[config.mk]
export PLATFORM = sky130hd
export DESIGN_NAME = pipe_hazard_ctrl
export DESIGN_NICKNAME = d
export VERILOG_FILES = /design/src/rtl/pipe_hazard_ctrl_pkg.sv /design/src/rtl/pipe_hazard_ctrl_fwd.sv /design/src/rtl/pipe_hazard_ctrl.sv
export SDC_FILE = /design/constraint.sdc
export NUM_CORES = 1
export LEC_CHECK = 0
export BUFFER_PORTS_ARGS = -buffer_cell sky130_fd_sc_hd__clkbuf_2
export CAP_MARGIN = 15
export CORE_UTILIZATION = 50
export DETAILED_ROUTE_END_ITERATION = 16
export GPL_TIMING_DRIVEN = 0
export HOLD_SLACK_MARGIN = 0.05
export PLACE_DENSITY = 0.88
export SLEW_MARGIN = 10
export SYNTH_ARGS = -nofsm -noshare
export SYNTH_HDL_FRONTEND = slang
export SYNTH_HIERARCHICAL = 1
export SYNTH_SLANG_ARGS = --single-unit
[constraint.sdc]
create_clock -name clk -period 2.5 [get_ports clk]
set_input_delay 0.375 -clock clk [delete_from_list [all_inputs] [get_ports clk]]
set_output_delay 0.375 -clock clk [all_outputs]
set_load 0.02 [all_outputs]
[src/rtl/pipe_hazard_ctrl_pkg.sv]
// Shared encodings for the pipeline hazard controller: FSM states, forwarding selects
// and the hard-wired zero register.
package pipe_hazard_ctrl_pkg;

    typedef enum logic [1:0] {
        StRun      = 2'b00,
        StMemWait  = 2'b01,
        StIrqDrain = 2'b10,
        StIrqEnter = 2'b11
    } state_e;

    localparam logic [1:0] FWD_RF    = 2'b00;
    localparam logic [1:0] FWD_EXMEM = 2'b10;
    localparam logic [1:0] FWD_MEMWB = 2'b01;

    localparam logic [4:0] REG_ZERO = 5'd0;

endpackage

[src/rtl/pipe_hazard_ctrl_fwd.sv]
// Combinational forwarding comparator for one ALU operand; the younger EX/MEM result
// wins over MEM/WB, and writes to the zero register are never forwarded.
module pipe_fwd_unit
    import pipe_hazard_ctrl_pkg::*;
(
    input  logic [4:0] ex_src,
    input  logic       mem_reg_write,
    input  logic [4:0] mem_wr_reg,
    input  logic       wb_reg_write,
    input  logic [4:0] wb_wr_reg,
    output logic [1:0] fwd_sel
);

    logic mem_hit;
    logic wb_hit;

    always_comb begin
        mem_hit = mem_reg_write && (mem_wr_reg != REG_ZERO) && (mem_wr_reg == ex_src);
        wb_hit  = wb_reg_write && (wb_wr_reg != REG_ZERO) && (wb_wr_reg == ex_src);
        if (mem_hit) begin
            fwd_sel = FWD_EXMEM;
        end else if (wb_hit) begin
            fwd_sel = FWD_MEMWB;
        end else begin
            fwd_sel = FWD_RF;
        end
    end

endmodule

[src/rtl/pipe_hazard_ctrl.sv]
// Pipeline register sequencer: stalls, flushes, memory freeze, interrupt drain/entry,
// EX forwarding selects and saturating stall/flush performance counters.
module pipe_hazard_ctrl
    import pipe_hazard_ctrl_pkg::*;
#(
    parameter int unsigned CNT_W        = 16,
    parameter int unsigned DRAIN_CYCLES = 3
) (
    input  logic             clk,
    input  logic             reset,
    input  logic [4:0]       id_rs,
    input  logic [4:0]       id_rt,
    input  logic             id_uses_rt,
    input  logic             id_jump,
    input  logic [4:0]       ex_rs,
    input  logic [4:0]       ex_rt,
    input  logic             ex_reg_write,
    input  logic             ex_mem_read,
    input  logic [4:0]       ex_wr_reg,
    input  logic             ex_branch_taken,
    input  logic             mem_reg_write,
    input  logic [4:0]       mem_wr_reg,
    input  logic             mem_access,
    input  logic             mem_ready,
    input  logic             wb_reg_write,
    input  logic [4:0]       wb_wr_reg,
    input  logic             irq,
    output logic             pc_write,
    output logic             ifid_write,
    output logic             ifid_flush,
    output logic             idex_flush,
    output logic             pipe_hold,
    output logic [1:0]       forward_a,
    output logic [1:0]       forward_b,
    output logic             irq_take,
    output logic [1:0]       state,
    output logic [CNT_W-1:0] stall_cnt,
    output logic [CNT_W-1:0] flush_cnt
);

    localparam logic [2:0]       DrainInit = 3'(DRAIN_CYCLES);
    localparam logic [CNT_W-1:0] CntOne    = CNT_W'(1);
    localparam logic [CNT_W-1:0] CntMax    = '1;

    state_e           state_q, state_d;
    logic             irq_pend_q, irq_pend_d;
    logic [2:0]       drain_cnt_q, drain_cnt_d;
    logic [CNT_W-1:0] stall_cnt_q, stall_cnt_d;
    logic [CNT_W-1:0] flush_cnt_q, flush_cnt_d;

    logic       load_use;
    logic       mem_stall;
    logic [1:0] fwd_a_raw;
    logic [1:0] fwd_b_raw;

    // A load always writes its destination, so load_use keys on ex_mem_read alone.
    logic unused_ex_reg_write;
    assign unused_ex_reg_write = ex_reg_write;

    pipe_fwd_unit u_fwd_a (
        .ex_src        (ex_rs),
        .mem_reg_write (mem_reg_write),
        .mem_wr_reg    (mem_wr_reg),
        .wb_reg_write  (wb_reg_write),
        .wb_wr_reg     (wb_wr_reg),
        .fwd_sel       (fwd_a_raw)
    );

    pipe_fwd_unit u_fwd_b (
        .ex_src        (ex_rt),
        .mem_reg_write (mem_reg_write),
        .mem_wr_reg    (mem_wr_reg),
        .wb_reg_write  (wb_reg_write),
        .wb_wr_reg     (wb_wr_reg),
        .fwd_sel       (fwd_b_raw)
    );

    always_comb begin
        load_use  = ex_mem_read && (ex_wr_reg != REG_ZERO) &&
                    ((ex_wr_reg == id_rs) || (id_uses_rt && (ex_wr_reg == id_rt)));
        mem_stall = mem_access && !mem_ready;
    end

    always_comb begin
        pc_write    = 1'b1;
        ifid_write  = 1'b1;
        ifid_flush  = 1'b0;
        idex_flush  = 1'b0;
        pipe_hold   = 1'b0;
        irq_take    = 1'b0;
        state_d     = state_q;
        drain_cnt_d = drain_cnt_q;
        irq_pend_d  = irq_pend_q;

        if (irq && ((state_q == StRun) || (state_q == StMemWait))) begin
            irq_pend_d = 1'b1;
        end

        unique case (state_q)
            StRun: begin
                if (mem_stall) begin
                    pc_write   = 1'b0;
                    ifid_write = 1'b0;
                    pipe_hold  = 1'b1;
                    state_d    = StMemWait;
                end else begin
                    if (ex_branch_taken) begin
                        ifid_flush = 1'b1;
                        idex_flush = 1'b1;
                    end else if (load_use) begin
                        pc_write   = 1'b0;
                        ifid_write = 1'b0;
                        idex_flush = 1'b1;
                    end else if (id_jump) begin
                        ifid_flush = 1'b1;
                    end
                    // A taken branch must redirect fetch before the drain starts.
                    if (irq_pend_q && !ex_branch_taken) begin
                        state_d     = StIrqDrain;
                        drain_cnt_d = DrainInit;
                    end
                end
            end
            StMemWait: begin
                if (!mem_ready) begin
                    pc_write   = 1'b0;
                    ifid_write = 1'b0;
                    pipe_hold  = 1'b1;
                end else begin
                    state_d = StRun;
                end
            end
            StIrqDrain: begin
                pc_write   = 1'b0;
                ifid_flush = 1'b1;
                if (mem_stall) begin
                    ifid_write = 1'b0;
                    pipe_hold  = 1'b1;
                end else begin
                    drain_cnt_d = drain_cnt_q - 3'd1;
                    if (drain_cnt_q <= 3'd1) begin
                        state_d = StIrqEnter;
                    end
                end
            end
            StIrqEnter: begin
                irq_take   = 1'b1;
                ifid_flush = 1'b1;
                irq_pend_d = 1'b0;
                state_d    = StRun;
            end
            default: state_d = StRun;
        endcase

        if (reset) begin
            pc_write   = 1'b0;
            ifid_write = 1'b0;
            ifid_flush = 1'b1;
            idex_flush = 1'b1;
            pipe_hold  = 1'b0;
            irq_take   = 1'b0;
        end

        stall_cnt_d = stall_cnt_q;
        if (!pc_write && (stall_cnt_q != CntMax)) begin
            stall_cnt_d = stall_cnt_q + CntOne;
        end
        flush_cnt_d = flush_cnt_q;
        if (ifid_flush && (flush_cnt_q != CntMax)) begin
            flush_cnt_d = flush_cnt_q + CntOne;
        end
    end

    always_ff @(posedge clk or posedge reset) begin
        if (reset) begin
            state_q     <= StRun;
            irq_pend_q  <= 1'b0;
            drain_cnt_q <= 3'd0;
            stall_cnt_q <= '0;
            flush_cnt_q <= '0;
        end else begin
            state_q     <= state_d;
            irq_pend_q  <= irq_pend_d;
            drain_cnt_q <= drain_cnt_d;
            stall_cnt_q <= stall_cnt_d;
            flush_cnt_q <= flush_cnt_d;
        end
    end

    assign forward_a = reset ? FWD_RF : fwd_a_raw;
    assign forward_b = reset ? FWD_RF : fwd_b_raw;
    assign state     = state_q;
    assign stall_cnt = stall_cnt_q;
    assign flush_cnt = flush_cnt_q;

endmodule

==> summary.txt, run 1 <==
Clock network
  – CTS resizes: 0
  – H-tree levels: 2
  – Setup Buffers After CTS: 0
  – Sink Count: 38
  – CTS Buffer Depth: 2
  – Clk_lat worst skew: between 0.2 and 0.3 ns
  – TritonCTS clock tree: yes
  – Total CTS buffers: 5
  – CTS root buf: clkbuf_8
  – Post-CTS Hold Buffers: 0
  – Clk pin slew, worst setup/hold paths: 0.07 ns

Synth
  – #FFs+latches synth: 38
  – Synth Flop Type: dfrtp_1
  – Synthesized Nets: 313
  – Cell area after synthesis: between 2000 and 2500 um2
  – Synth async-reset ratio: 100%
  – Post-synth EDFFs: 0
  – Cell taking the most area after synthesis: dfrtp_1
  – Mean Syn Cell Area: 9.45 um2
  – Mapped Cells: 262
  – Area contributors post-synth: dfrtp_1 (38%), xor2_1 (13%), xnor2_1 (6.7%), nor3_2 (3.6%), nor2_1 (3.6%)
  – Seq/Total Area, Yosys: ~38%
  – Ys Warns: 6
  – Synth top area share: 38.4%
  – Yosys cell types: 45

Power
  – PD cells: around 900 nW/um2
  – Max IR drop VDD: 0.000538 V
  – Sw frac: between 40% and 50%
  – Leak Pwr: 1.49 nW
  – Combinational share of power: 47.0%
  – Reg power frac: a little under two fifths
  – Int Pwr: 1.51 mW
  – Clock share of power: ~15%
  – NetSw: 1.25 mW

Drt
  – Post-Route WL: 5730 um
  – Initial drt markers: 109
  – Drt drc: 0
  – Vias per Instance: 5.40
  – Post-route ant nets: 0
  – Post-DR wirelength/cell: 13.5 um
  – Vias: about 2,300
  – First-pass iteration count of the detailed router: 4

Timing
  – Period utilization: between 90% and 100%
  – Layout Skew: 0.00547 ns
  – Slew @ Worst Pin: 0.713 ns
  – Hold Vio Cnt, Final: 0
  – Pins Over Slew Limit: 0
  – Total negative slack: 0 ns
  – Fmax: 443 MHz
  – Unrepaired setup endpoints after global routing: false
  – Final worst path period need: 2.26 ns
  – Max_slew headroom: a little over half
  – Setup Viol. Count Final: 0
  – WHS: 0.173 ns

Global route
  – Total track usage: 22.4%
  – Largest net degree at the start of global routing: 25
  – GRT overflow: 0
  – Vias in the first global route: 2,079
  – First-pass GRT wire length: ~9000 um
  – Initial antenna violation count: 0

Worst setup path
  – Crit path required time: ~2.1 ns
  – Reg-to-Reg Start: stall_cnt[0]$_DFFE_PP0P_
  – CP peak stage delay: approximately 0.61 ns
  – Critical path, cell by cell: clkbuf_2, xor2_1, nor4_1, a32oi_1, nor2_1, o211ai_1, nand2_1, clkbuf_2
  – Crit start category: input port
  – Worst reg-to-reg setup slack: between 0.3 and 0.4 ns
  – Cells on worst reg2reg path: 7
  – Crit path from: ex_wr_reg[1]
  – Worst path slowest cell: a32oi_1
  – Kind of critical path: input port to output pin
  – Worst setup EP type: output pin
  – CP dominant cell by count: clkbuf_2
  – CP arrival: about 1.9 ns
  – Worst reg2reg endpoint: stall_cnt[1]$_DFFE_PP0P_
  – End of the critical path: idex_flush
  – Worst-path maximum fanout: 6

Die
  – Ports: 91
  – Initial Utilization: 52.1%
  – Core box area: 4750 um2
  – Die span in x: 72.4 um
  – Chip height: slightly above 70 um
  – # rows: 25
  – Die area: roughly 5200 um2

Layout
  – Design area: just over 3000 um2
  – Finished Core Util: about two thirds
  – Commonest non-fill, non-tap cell in the layout: clkbuf_2
  – Area growth, synth to finish: 25.7%
  – Most frequent cells in the layout: clkbuf_2 (89), dfrtp_1 (38), xor2_1 (37), nor2_1 (24), xnor2_1 (19)
  – N_diodes: 0
  – Fin cells: approximately 430
  – Share of layout cells above drive strength 1: 34.0%
  – Nets: 410

Min path
  – Worst hold path class: input port to async pin

Place
  – HPWL Detailed: 4490 um
  – Placed cell area: 3030 um2
  – Dpl cells: 419
  – Number of port buffers: 89
  – Placer Congestion: just over 0.8

Run
  – Max-Cap Viols: 0

Status
  – Status: finished clean
## worst max-delay path: cells and delay by family
kind	cells	cell delay, ns
AOI/OAI and AO/OA	2	0.81
buffers and inverters	2	0.28
and+or+nand+nor	3	0.25
xor gates and xnor gates	1	0.16
## state kept, by name, indices dropped and copies added, names as in the netlist
signal / cells
state: 2
irq_pend_q: 1
drain_cnt_q: 3
flush_cnt: 16
stall_cnt: 16
## power by group through the flow
stage                     Combinational [mW]  Sequential [mW]  Clock (mW)
after floorplan                        0.688             1.24           0
after global placement                  1.25             1.05           0
after detailed placement                1.30             1.07           0
after CTS                               1.31             1.06       0.414
after global routing                    1.43             1.09       0.434
final                                   1.30             1.06       0.402
## cell families after synthesis
group                      count (synthesis)  synth area share [%]
and+or+nand+nor                          112                  24.9
xor gates and xnor gates                  56                  19.8
DFF                                       38                  38.4
AOI/OAI and AO/OA                         32                  10.1
buffers and inverters                     17                  3.39
adders and majority gates                  4                  2.02
muxes                                      3                  1.31
## synthesized netlist by cell type (4+ instances only)
cell type and number:
dfrtp_1 38, xor2_1 37, nor2_1 24, xnor2_1 19
nand2_1 15, nand3_1 14, a21oi_1 9, inv_1 9
nor3_1 9, nor3_2 9, nand4_1 8, nor4_1 8
nor2b_1 6, and3_1 5, nand2b_1 5, ha_1 4
## per-stage QoR
stage / total power, mW / setup WS (ns)
global placement: 2.30 / -0.617
floorplan: 1.92 / 0.103
detailed placement: 2.37 / 0.257
CTS: 2.78 / 0.242
finish: 2.76 / 0.243
global route: 2.95 / 0.106
## final cells by class
type                       count  area [um2]
buffer                         8        50.0
clock buffer                   5        68.8
clock inverter                 2        10.0
fill                         400        1640
inverter                       9        33.8
multi-input combinational    207        1440
sequential                    38         951
tap                           67        83.8
timing repair buffer          90         473
## how the worst min path moves through the flow
stage / to / depth (start not counted) / from
floorplan: state[0]$_DFFE_PP0P_ / 1 / mem_ready
global placement: flush_cnt[7]$_DFFE_PP0P_ / 1 / flush_cnt[7]$_DFFE_PP0P_
detailed placement: stall_cnt[14]$_DFFE_PP0P_ / 1 / stall_cnt[14]$_DFFE_PP0P_
CTS: state[0]$_DFFE_PP0P_ / 2 / reset
global route: state[0]$_DFFE_PP0P_ / 2 / reset
finish: state[0]$_DFFE_PP0P_ / 2 / reset
## metal layers
layer	GRT usage (%)	vias to the layer above	share of wire (%)	routed length, um
met3	6.53	10	6.0	345
met4	8.28	0	1.8	105
met1	27.5	1085	43	2460
met2	37.4	90	49	2820
met5	0	-	0	0
li1	-	1115	-	-
(Power assumes the default switching activity.)
==> inputs of run 2 (changes only) <==
--- a/config.mk
+++ b/config.mk
@@ -8,10 +8,10 @@
 export BUFFER_PORTS_ARGS = -buffer_cell sky130_fd_sc_hd__clkbuf_2
 export CAP_MARGIN = 15
 export CORE_UTILIZATION = 50
+export CTS_CLUSTER_SIZE = 8
 export DETAILED_ROUTE_END_ITERATION = 16
-export GPL_TIMING_DRIVEN = 0
 export HOLD_SLACK_MARGIN = 0.05
-export PLACE_DENSITY = 0.88
+export PLACE_DENSITY_LB_ADDON = 0.2
 export SLEW_MARGIN = 10
 export SYNTH_ARGS = -nofsm -noshare
 export SYNTH_HDL_FRONTEND = slang
==> run 2 against run 1 <==
- cell count down 0.70%
- global-route usage down 0.47 points
- utilization is essentially flat
- critical path depth shrank 1
- power increased by 3.3%
- sequential cell count did not move
- sequential power barely moved
- final area about the same
- clock skew decreased by 0.00075 ns
- die area did not move
- register-to-register slack better by 0.02 ns
- via count fell by 4.2%
- largest cell class unchanged
==> summary.txt, run 2 (synthesis results as in run 1) <==
Min path
  – Worst hold path class: input port to async pin

Place
  – Number of port buffers: 89
  – Placed cell area: between 2000 and 3000 um2
  – Dpl cells: roughly 420
  – Placer Congestion: 0.863
  – HPWL Detailed: 4260 um

Power
  – Leak Pwr: 1.49 nW
  – PD cells: 916 nW/um2
  – Max IR drop VDD: about 0.00064 V

Drt
  – First-pass iteration count of the detailed router: 4
  – Vias per Instance: 5.21
  – Drt drc: 0
  – Post-Route WL: 5380 um
  – Post-route ant nets: 0
  – Initial drt markers: 89
  – Vias: 2,203
  – Post-DR wirelength/cell: 12.7 um

Global route
  – Initial antenna violation count: 0
  – Largest net degree at the start of global routing: 16
  – Total track usage: 21.9%
  – Vias in the first global route: 2,061
  – First-pass GRT wire length: 9070 um
  – GRT overflow: 0

Clock network
  – Total CTS buffers: 5
  – TritonCTS clock tree: yes
  – Post-CTS Hold Buffers: 0
  – H-tree levels: 2
  – Clk_lat worst skew: approximately 0.28 ns
  – Clk pin slew, worst setup/hold paths: 0.07 ns
  – CTS resizes: 0
  – CTS root buf: clkbuf_8
  – Sink Count: 38
  – Setup Buffers After CTS: 0
  – CTS Buffer Depth: 2

Status
  – Status: finished clean

Timing
  – Pins Over Slew Limit: 0
  – Setup Viol. Count Final: 0
  – Final worst path period need: 2.29 ns
  – Total negative slack: 0 ns
  – Max_slew headroom: 53.7%
  – Period utilization: 91.5%
  – Unrepaired setup endpoints after global routing: false
  – Slew @ Worst Pin: 0.694 ns
  – Fmax: 437 MHz
  – Hold Vio Cnt, Final: 0
  – Layout Skew: 0.00472 ns

Layout
  – Commonest non-fill, non-tap cell in the layout: clkbuf_2
  – Nets: 407
  – Area growth, synth to finish: 25.7%
  – Fin cells: 423
  – Finished Core Util: between 60% and 70%
  – Most frequent cells in the layout: clkbuf_2 (89), dfrtp_1 (38), xor2_1 (37), nor2_1 (24), xnor2_1 (19)
  – Share of layout cells above drive strength 1: 34.0%
  – Design area: 3110 um2
  – N_diodes: 0

Worst setup path
  – Worst-path maximum fanout: 6
  – Worst setup EP type: output pin
  – Crit start category: input port
  – Reg-to-Reg Start: stall_cnt[0]$_DFFE_PP0P_
  – Kind of critical path: input port to output pin
  – Worst path slowest cell: nor3_1
  – Crit path from: ex_wr_reg[3]
  – Critical path, cell by cell: clkbuf_2, xor2_1, nor4_1, a32oi_1, nor3_1, a21oi_1, clkbuf_2
  – CP peak stage delay: 0.33 ns
  – Crit path required time: 2.12 ns
  – CP arrival: around 1.9 ns
  – CP dominant cell by count: clkbuf_2

Die
  – Core box area: 4750 um2
  – Chip height: 72.4 um
  – Ports: 91
  – Die span in x: around 72 um
  – Initial Utilization: 52.1%
  – # rows: 25
  – Die area: about 5200 um2

Run
  – Max-Cap Viols: 0
-- run 2: cell count changes in the layout (fill, tap and decap cells not counted), sizes merged --
cell | previous run | this run
bufinv | 0 | 1
clkinv | 2 | 0
clkbuf | 97 | 95
-- run 2: worst paths after layout --
| path | end | slack (ns) | cells past startpoint |
|---|---|---|---|
| setup / recovery | pc_write | 0.21 | 7 |
| hold / removal | state[1]$_DFFE_PP0P_ | 0.1 | 2 |
| setup reg to reg | stall_cnt[1]$_DFFE_PP0P_ | 0.34 | 6 |
| hold reg to reg | flush_cnt[7]$_DFFE_PP0P_ | 0.48 | 1 |
| max in group asynchronous | drain_cnt_q[0]$_DFFE_PP0P_ | 1.90 | 3 |
| min in group clk | state[0]$_DFFE_PP0P_ | 0.36 | 2 |
-- run 2: area by class of cell --
type,instances,area [um2]
flip-flops and latches,38,951
repair buffers,95,490
clock buffers,6,82.6
fillers,425,1640
inverters,9,33.8
multi-input cells,207,1440
well taps,67,83.8
clock inverters,1,30.0
-- run 2: per-layer routing --
metal  global-route usage [%]  wire, um  part of all wire [%]
met5                        0         0                     0
met4                     5.66        46                  0.86
met3                     4.44       272                   5.1
met2                     38.1      2610                    48
met1                     27.9      2460                    46
-- run 2: worst max-delay path: cells and delay by family --
kind            cells  cell delay (ns)
buf+inv             2             0.28
simple gates        2             0.64
compound gates      2             0.44
xor+xnor            1             0.17
-- run 2: per-stage QoR --
step	worst slack, ns	total power [mW]	hold WS [ns]
final	0.214	2.85	0.0969
after global routing	0.0567	3.07	0.113
after CTS	0.198	2.88	0.0904
after global placement	0.242	2.30	0.396
after floorplan	0.103	1.92	0.471
after detailed placement	0.206	2.33	0.397
-- run 2: power by group --
| part | leakage (nW) | internal [mW] | switching, mW | total (mW) |
|---|---|---|---|---|
| combinational | 0.968 | 0.491 | 0.751 | 1.24 |
| sequential | 0.469 | 0.824 | 0.256 | 1.08 |
| clock | 0.0573 | 0.319 | 0.209 | 0.529 |
